===== config.mk =====
export PLATFORM = sky130hd
export DESIGN_NAME = regfile_write_arbiter_flat
export DESIGN_NICKNAME = d
export VERILOG_FILES = /design/src/rtl/regfile_write_arbiter_if.sv /design/src/rtl/regfile_write_arbiter.sv /design/src/flat_wrapper.sv
export SDC_FILE = /design/constraint.sdc
export NUM_CORES = 1
export LEC_CHECK = 0
export CORE_MARGIN = 4
export CORE_UTILIZATION = 53
export CTS_CLUSTER_DIAMETER = 120
export DETAILED_ROUTE_END_ITERATION = 12
export PLACE_DENSITY = 0.92
export SYNTH_ARGS = -nofsm -noshare
export SYNTH_HDL_FRONTEND = slang
export SYNTH_SLANG_ARGS = --single-unit

===== constraint.sdc =====
create_clock -name clk -period 5.3 [get_ports clk]
set_clock_uncertainty 0.15 [all_clocks]
set_input_delay 1.06 -clock clk [delete_from_list [all_inputs] [get_ports clk]]
set_output_delay 1.06 -clock clk [all_outputs]
set_load 0.02 [all_outputs]

===== src/rtl/regfile_write_arbiter_if.sv =====
// Writeback request bus and register-file write port shared by the arbiter and its requesters.
// Requester i uses slice i of reqAddr/reqData.
interface regfile_write_arbiter_if #(
  parameter int unsigned DATA_WIDTH = 32,
  parameter int unsigned ADDR_WIDTH = 5,
  parameter int unsigned CNT_WIDTH  = 16
);
  logic [3:0]                 reqValid;
  logic [4*ADDR_WIDTH-1:0]    reqAddr;
  logic [4*DATA_WIDTH-1:0]    reqData;
  logic [3:0]                 reqReady;
  logic                       wrEnable;
  logic [ADDR_WIDTH-1:0]      wrAddr;
  logic [DATA_WIDTH-1:0]      wrData;
  logic [2**ADDR_WIDTH-1:0]   pendingMask;
  logic                       idle;
  logic [CNT_WIDTH-1:0]       conflictCount;

  modport master (
    output reqValid, reqAddr, reqData,
    input  reqReady, wrEnable, wrAddr, wrData, pendingMask, idle, conflictCount
  );

  modport slave (
    input  reqValid, reqAddr, reqData,
    output reqReady, wrEnable, wrAddr, wrData, pendingMask, idle, conflictCount
  );
endinterface


===== src/rtl/regfile_write_arbiter.sv =====
// Funnels four writeback requesters through per-requester 1-entry buffers and a round-robin
// arbiter onto a single registered register-file write port.
module regfile_write_arbiter #(
  parameter int unsigned DATA_WIDTH = 32,
  parameter int unsigned ADDR_WIDTH = 5,
  parameter int unsigned CNT_WIDTH  = 16
) (
  input logic                    clk,
  input logic                    rst,
  regfile_write_arbiter_if.slave bus
);
  localparam int unsigned NumReq  = 4;
  localparam int unsigned NumRegs = 2**ADDR_WIDTH;

  logic [NumReq-1:0]     buf_valid_q, buf_valid_d;
  logic [ADDR_WIDTH-1:0] buf_addr_q [NumReq];
  logic [DATA_WIDTH-1:0] buf_data_q [NumReq];
  logic [1:0]            rr_ptr_q, rr_ptr_d;
  logic                  wr_en_q, wr_en_d;
  logic [ADDR_WIDTH-1:0] wr_addr_q, wr_addr_d;
  logic [DATA_WIDTH-1:0] wr_data_q, wr_data_d;
  logic [CNT_WIDTH-1:0]  conflict_q, conflict_d;

  logic                  grant_valid;
  logic [1:0]            grant_idx;
  logic [NumReq-1:0]     accept;
  logic [2:0]            num_valid;
  logic [NumRegs-1:0]    pending;

  // First valid buffer at or after rr_ptr_q, wrapping modulo 4.
  always_comb begin
    grant_valid = 1'b0;
    grant_idx   = rr_ptr_q;
    for (int k = 0; k < NumReq; k++) begin
      if (!grant_valid && buf_valid_q[rr_ptr_q + 2'(k)]) begin
        grant_valid = 1'b1;
        grant_idx   = rr_ptr_q + 2'(k);
      end
    end
  end

  // Writes to register 0 complete the handshake but never occupy the buffer.
  always_comb begin
    accept    = '0;
    num_valid = '0;
    for (int i = 0; i < NumReq; i++) begin
      accept[i] = bus.reqValid[i] && !buf_valid_q[i] &&
                  (bus.reqAddr[i*ADDR_WIDTH +: ADDR_WIDTH] != '0);
      num_valid = num_valid + 3'(buf_valid_q[i]);
    end
  end

  always_comb begin
    buf_valid_d = buf_valid_q;
    rr_ptr_d    = rr_ptr_q;
    wr_en_d     = grant_valid;
    wr_addr_d   = wr_addr_q;
    wr_data_d   = wr_data_q;
    conflict_d  = conflict_q;
    if (grant_valid) begin
      buf_valid_d[grant_idx] = 1'b0;
      rr_ptr_d               = grant_idx + 2'd1;
      wr_addr_d              = buf_addr_q[grant_idx];
      wr_data_d              = buf_data_q[grant_idx];
    end
    buf_valid_d = buf_valid_d | accept;
    if (num_valid >= 3'd2 && conflict_q != '1) begin
      conflict_d = conflict_q + CNT_WIDTH'(1);
    end
  end

  always_ff @(posedge clk) begin
    if (rst) begin
      buf_valid_q <= '0;
      rr_ptr_q    <= '0;
      wr_en_q     <= 1'b0;
      wr_addr_q   <= '0;
      wr_data_q   <= '0;
      conflict_q  <= '0;
    end else begin
      buf_valid_q <= buf_valid_d;
      rr_ptr_q    <= rr_ptr_d;
      wr_en_q     <= wr_en_d;
      wr_addr_q   <= wr_addr_d;
      wr_data_q   <= wr_data_d;
      conflict_q  <= conflict_d;
    end
  end

  // Payload is qualified by buf_valid_q, so it needs no reset.
  always_ff @(posedge clk) begin
    for (int i = 0; i < NumReq; i++) begin
      if (accept[i]) begin
        buf_addr_q[i] <= bus.reqAddr[i*ADDR_WIDTH +: ADDR_WIDTH];
        buf_data_q[i] <= bus.reqData[i*DATA_WIDTH +: DATA_WIDTH];
      end
    end
  end

  always_comb begin
    pending = '0;
    for (int i = 0; i < NumReq; i++) begin
      if (buf_valid_q[i]) begin
        pending[buf_addr_q[i]] = 1'b1;
      end
    end
    if (wr_en_q) begin
      pending[wr_addr_q] = 1'b1;
    end
    pending[0] = 1'b0;
  end

  assign bus.reqReady      = ~buf_valid_q;
  assign bus.wrEnable      = wr_en_q;
  assign bus.wrAddr        = wr_addr_q;
  assign bus.wrData        = wr_data_q;
  assign bus.pendingMask   = pending;
  assign bus.idle          = (buf_valid_q == '0) && !wr_en_q;
  assign bus.conflictCount = conflict_q;

endmodule


===== src/flat_wrapper.sv =====
// flat-port wrapper written by rule: the top's interface ports become plain ports
module regfile_write_arbiter_flat 
#(
  parameter int unsigned DATA_WIDTH = 32,
  parameter int unsigned ADDR_WIDTH = 5,
  parameter int unsigned CNT_WIDTH  = 16
)
  (clk, rst, bus_reqValid, bus_reqAddr, bus_reqData, bus_reqReady, bus_wrEnable, bus_wrAddr, bus_wrData, bus_pendingMask, bus_idle, bus_conflictCount);
  regfile_write_arbiter_if #(.DATA_WIDTH(DATA_WIDTH), .ADDR_WIDTH(ADDR_WIDTH), .CNT_WIDTH(CNT_WIDTH)) bus_i ();
  input logic clk;
  input logic rst;
  input wire logic [$bits(bus_i.reqValid)-1:0] bus_reqValid;
  input wire logic [$bits(bus_i.reqAddr)-1:0] bus_reqAddr;
  input wire logic [$bits(bus_i.reqData)-1:0] bus_reqData;
  output wire logic [$bits(bus_i.reqReady)-1:0] bus_reqReady;
  output wire logic [$bits(bus_i.wrEnable)-1:0] bus_wrEnable;
  output wire logic [$bits(bus_i.wrAddr)-1:0] bus_wrAddr;
  output wire logic [$bits(bus_i.wrData)-1:0] bus_wrData;
  output wire logic [$bits(bus_i.pendingMask)-1:0] bus_pendingMask;
  output wire logic [$bits(bus_i.idle)-1:0] bus_idle;
  output wire logic [$bits(bus_i.conflictCount)-1:0] bus_conflictCount;
  assign bus_i.reqValid = bus_reqValid;
  assign bus_i.reqAddr = bus_reqAddr;
  assign bus_i.reqData = bus_reqData;
  assign bus_reqReady = bus_i.reqReady;
  assign bus_wrEnable = bus_i.wrEnable;
  assign bus_wrAddr = bus_i.wrAddr;
  assign bus_wrData = bus_i.wrData;
  assign bus_pendingMask = bus_i.pendingMask;
  assign bus_idle = bus_i.idle;
  assign bus_conflictCount = bus_i.conflictCount;
  regfile_write_arbiter #(.DATA_WIDTH(DATA_WIDTH), .ADDR_WIDTH(ADDR_WIDTH), .CNT_WIDTH(CNT_WIDTH)) u_core (.clk(clk), .rst(rst), .bus(bus_i));
endmodule

==> impl_metrics.csv <==
group,metric,value,unit
worst_setup_path,worst_path_largest_cell_delay,670,ps
routing,via_count,7814,
grt,antenna_found_initial,1,
timing,setup-tns-final,0,ps
clock_network,ctsResizeCount,0,
clock_network,clock-sinks,208,
place,dp_hpwl,20.2,mm
power,clock_power_share,29.6,%
clock_network,clk_path_buf_depth,3,
grt,grt_max_degree,66,
routing,drtIter0Drc,971,
worst_setup_path,worstSetupStartpointType,"flop",
power,intPower,3.58,mW
routing,totalWireLength,29.2,mm
worst_setup_path,reg2reg_from,"u_core.buf_valid_q[3]",
place,portBuffers,243,
clock_network,h-tree-depth,1,
power,peakVddDrop,0.443,mV
synthesis,synthCells,815,
worst_setup_path,cp_cell_sequence,"inv_1 > or3_1 > o22ai_1 > nor2_1 > o221ai_1 > clkdlybuf4s50_1",
routing,wl_per_cell,22.9,um
clock_network,postCtsSetupRepairBufs,0,
worst_setup_path,cp_max_fo,10,
routing,vias_per_cell,6.12,
die,num_rows,48,
power,combPwrFrac,29.1,%
power,swShare,32.3,%
worst_setup_path,crit_slowest_cell,"clkdlybuf4s50_1",
timing,setup_viol,0,
clock_network,clk_latency,510,ps
grt,first_global_vias,7963,
place,gp_congestion,1.05,
grt,grt_pass1_wl,43.9,mm
power,leakage,4.34,nW
die,coreArea,17500,um2
worst_setup_path,required,4090,ps
die,die_h,142,um
timing,drv_slew,0,
worst_setup_path,crit_type,"flop to output pin",
timing,hold_violations,0,
routing,drcViolationCount,0,
synthesis,syn_avg_cell_area,11.8,um2
routing,ant_nets,0,
timing,rsz0062_at_grt,"no",
routing,first_pass_iters,6,
clock_network,cts_buffers,23,
clock_network,clk_pin_slew,60,ps
cells_and_area,fin_nets,1195,
die,die_x,142,um
die,initial_utilization,54.8,%
synthesis,synth_area,9580,um2
cells_and_area,area_delta_synth_final,33.9,%
clock_network,ctsHoldBuffers,0,
die,dieArea,20300,um2
min_path,holdCritStartpoint,"u_core.bus.wrData[27]",
timing,clock.fmax,241,MHz
synthesis,yosysWarnings,0,
worst_setup_path,crit_start,"u_core.buf_valid_q[1]",
clock_network,clockRootBuffer,"clkbuf_16",
synthesis,ys_ff_latch,208,
die,ioPinCount,245,
synthesis,yosysSeqAreaShare,58.9,%
timing,holdWs,329,ps
timing,min_period_over_period,78.2,%
run_status,status,"finished clean",
power,p_per_area,412,nW/um2
timing,worstMarginPinSlew,1160,ps
run,cap_violations,0,
worst_setup_path,worst_setup_path_end_kind,"output pin",
synthesis,synth_flop_cell,"edfxtp_1",
timing,slew_headroom,22.4,%
timing,final.min_clock_period,4150,ps
cells_and_area,drive_gt1_share,7.05,%
synthesis,synth_edf_count,148,
synthesis,syn_nets,977,
grt,grt_overflow,0,
worst_setup_path,worstPathArrival,2940,ps
power,power_frac_seq,41.3,%
grt,track_usage,27.6,%
synthesis,async_flop_share,0,%
clock_network,cts_tree,"yes",
min_path,hold_path_class,"flop to flop",
power,p_switching,1.71,mW
synthesis,yosysUniqueCellTypes,56,
-- final timing paths --
kind | to | slack, ps | cells past startpoint
min | u_core.bus.wrData[27] | 330 | 2
min reg2reg | u_core.bus.wrData[27] | 330 | 2
max | bus_pendingMask[12] | 1150 | 6
max reg2reg | u_core.buf_valid_q[1] | 1610 | 10
-- registers in the layout (all words and copies together), names as in the netlist --
signal                    cells
u_core.rr_ptr_q               2
u_core.bus.wrData            32
u_core.bus.conflictCount     16
u_core.buf_addr_q            20
u_core.bus.wrEnable           1
u_core.buf_valid_q            4
u_core.buf_data_q           128
u_core.bus.wrAddr             5
-- layout make-up --
cell class                      count  area, um2
Antenna cell                        1       2.50
Tap cell                          225        282
Clock inverter                     17        149
Fill cell                        1138       4650
Inverter                            9       33.8
Sequential cell                   208       5650
Timing Repair Buffer              249       2480
Multi-Input combinational cell    542       3650
Clock buffer                       25        593
-- kinds of logic after synthesis --
group                    count (synthesis)  synth area share (%)
AND/OR/NAND/NOR                        293                  17.3
flip-flops                             208                  58.9
AO/OA/AOI/OAI                          189                  14.1
buffers and inverters                   65                  3.32
multiplexers                            44                  4.65
adder cells (fa/ha/maj)                  8                  1.04
XOR/XNOR                                 7                 0.640
other                                    1                0.0391
-- stage by stage --
| step | cell area (um2) | utilization, % | setup slack, ps | power, mW | std cells |
|---|---|---|---|---|---|
| detailed placement | 12100 | 69.2 | 1660 | 3.72 | 1233 |
| finish | 12800 | 73.4 | 1150 | 5.28 | 1276 |
| CTS | 12800 | 73.4 | 1220 | 5.30 | 1275 |
| global route | 12800 | 73.4 | 1130 | 5.50 | 1276 |
| global placement | 12100 | 69.2 | 1810 | 3.67 | 1233 |
| floorplan | 9580 | - | 2470 | 3.09 | 815 |
-- power by group through the flow --
stage	Sequential, mW	Clock [mW]	Combinational (mW)
final	2.18	1.57	1.54
after global routing	2.20	1.66	1.64
after CTS	2.17	1.59	1.54
after detailed placement	2.20	0	1.52
after global placement	2.19	0	1.48
after floorplan	2.26	0	0.835
-- cell usage after synthesis, drive strengths merged (8+ instances only) --
master,count,area [um2]
ha,8,100
edfxtp,148,4440
nand2,59,224
mux2i,43,430
nand3b,24,180
or2,8,50.1
clkbuf,28,105
nor3,14,75.1
a22oi,30,225
inv,9,33.8
nor3b,53,398
buf,28,179
or3,10,62.6
nor2,66,248
o21ai,35,175
o221ai,21,184
o211ai,32,240
nand3,28,140
and3,8,50.1
o21a,34,255
o22ai,16,100
dfxtp,60,1200
-- worst max-delay path: cells and delay by family (launching register included) --
kind            cells  cell delay [ps]
compound gates      2              320
buf+inv             2              970
flops               1              590
simple gates        2              560
-- placed cells by master (no fill, tap or decap), types with 6 or more instances in the layout --
cell type        instances
nor2_1                  65
dfxtp_1                 60
o22ai_1                 16
o21a_1                  33
ha_1                     8
clkbuf_16               23
buf_4                    6
o221ai_1                21
o211ai_1                32
nor3b_1                 53
o21ai_0                 32
and3_1                   8
a22oi_1                 30
edfxtp_1               148
inv_1                    7
clkdlybuf4s50_1        243
clkinv_2                 8
nand3_1                 28
or3_1                   10
nand3b_1                24
nand2_1                 58
mux2i_1                 43
or2_2                    8
nor3_1                  13
-- metal layers --
metal | track usage (%) | vias up | routed length [um]
met5 | 0 | - | 0
met4 | 8.70 | 0 | 846
met3 | 7.49 | 88 | 3090
met2 | 48.7 | 503 | 14600
met1 | 32.9 | 3672 | 10700
li1 | - | 3551 | -
No activity file was read; power rests on OpenSTA's default activity.
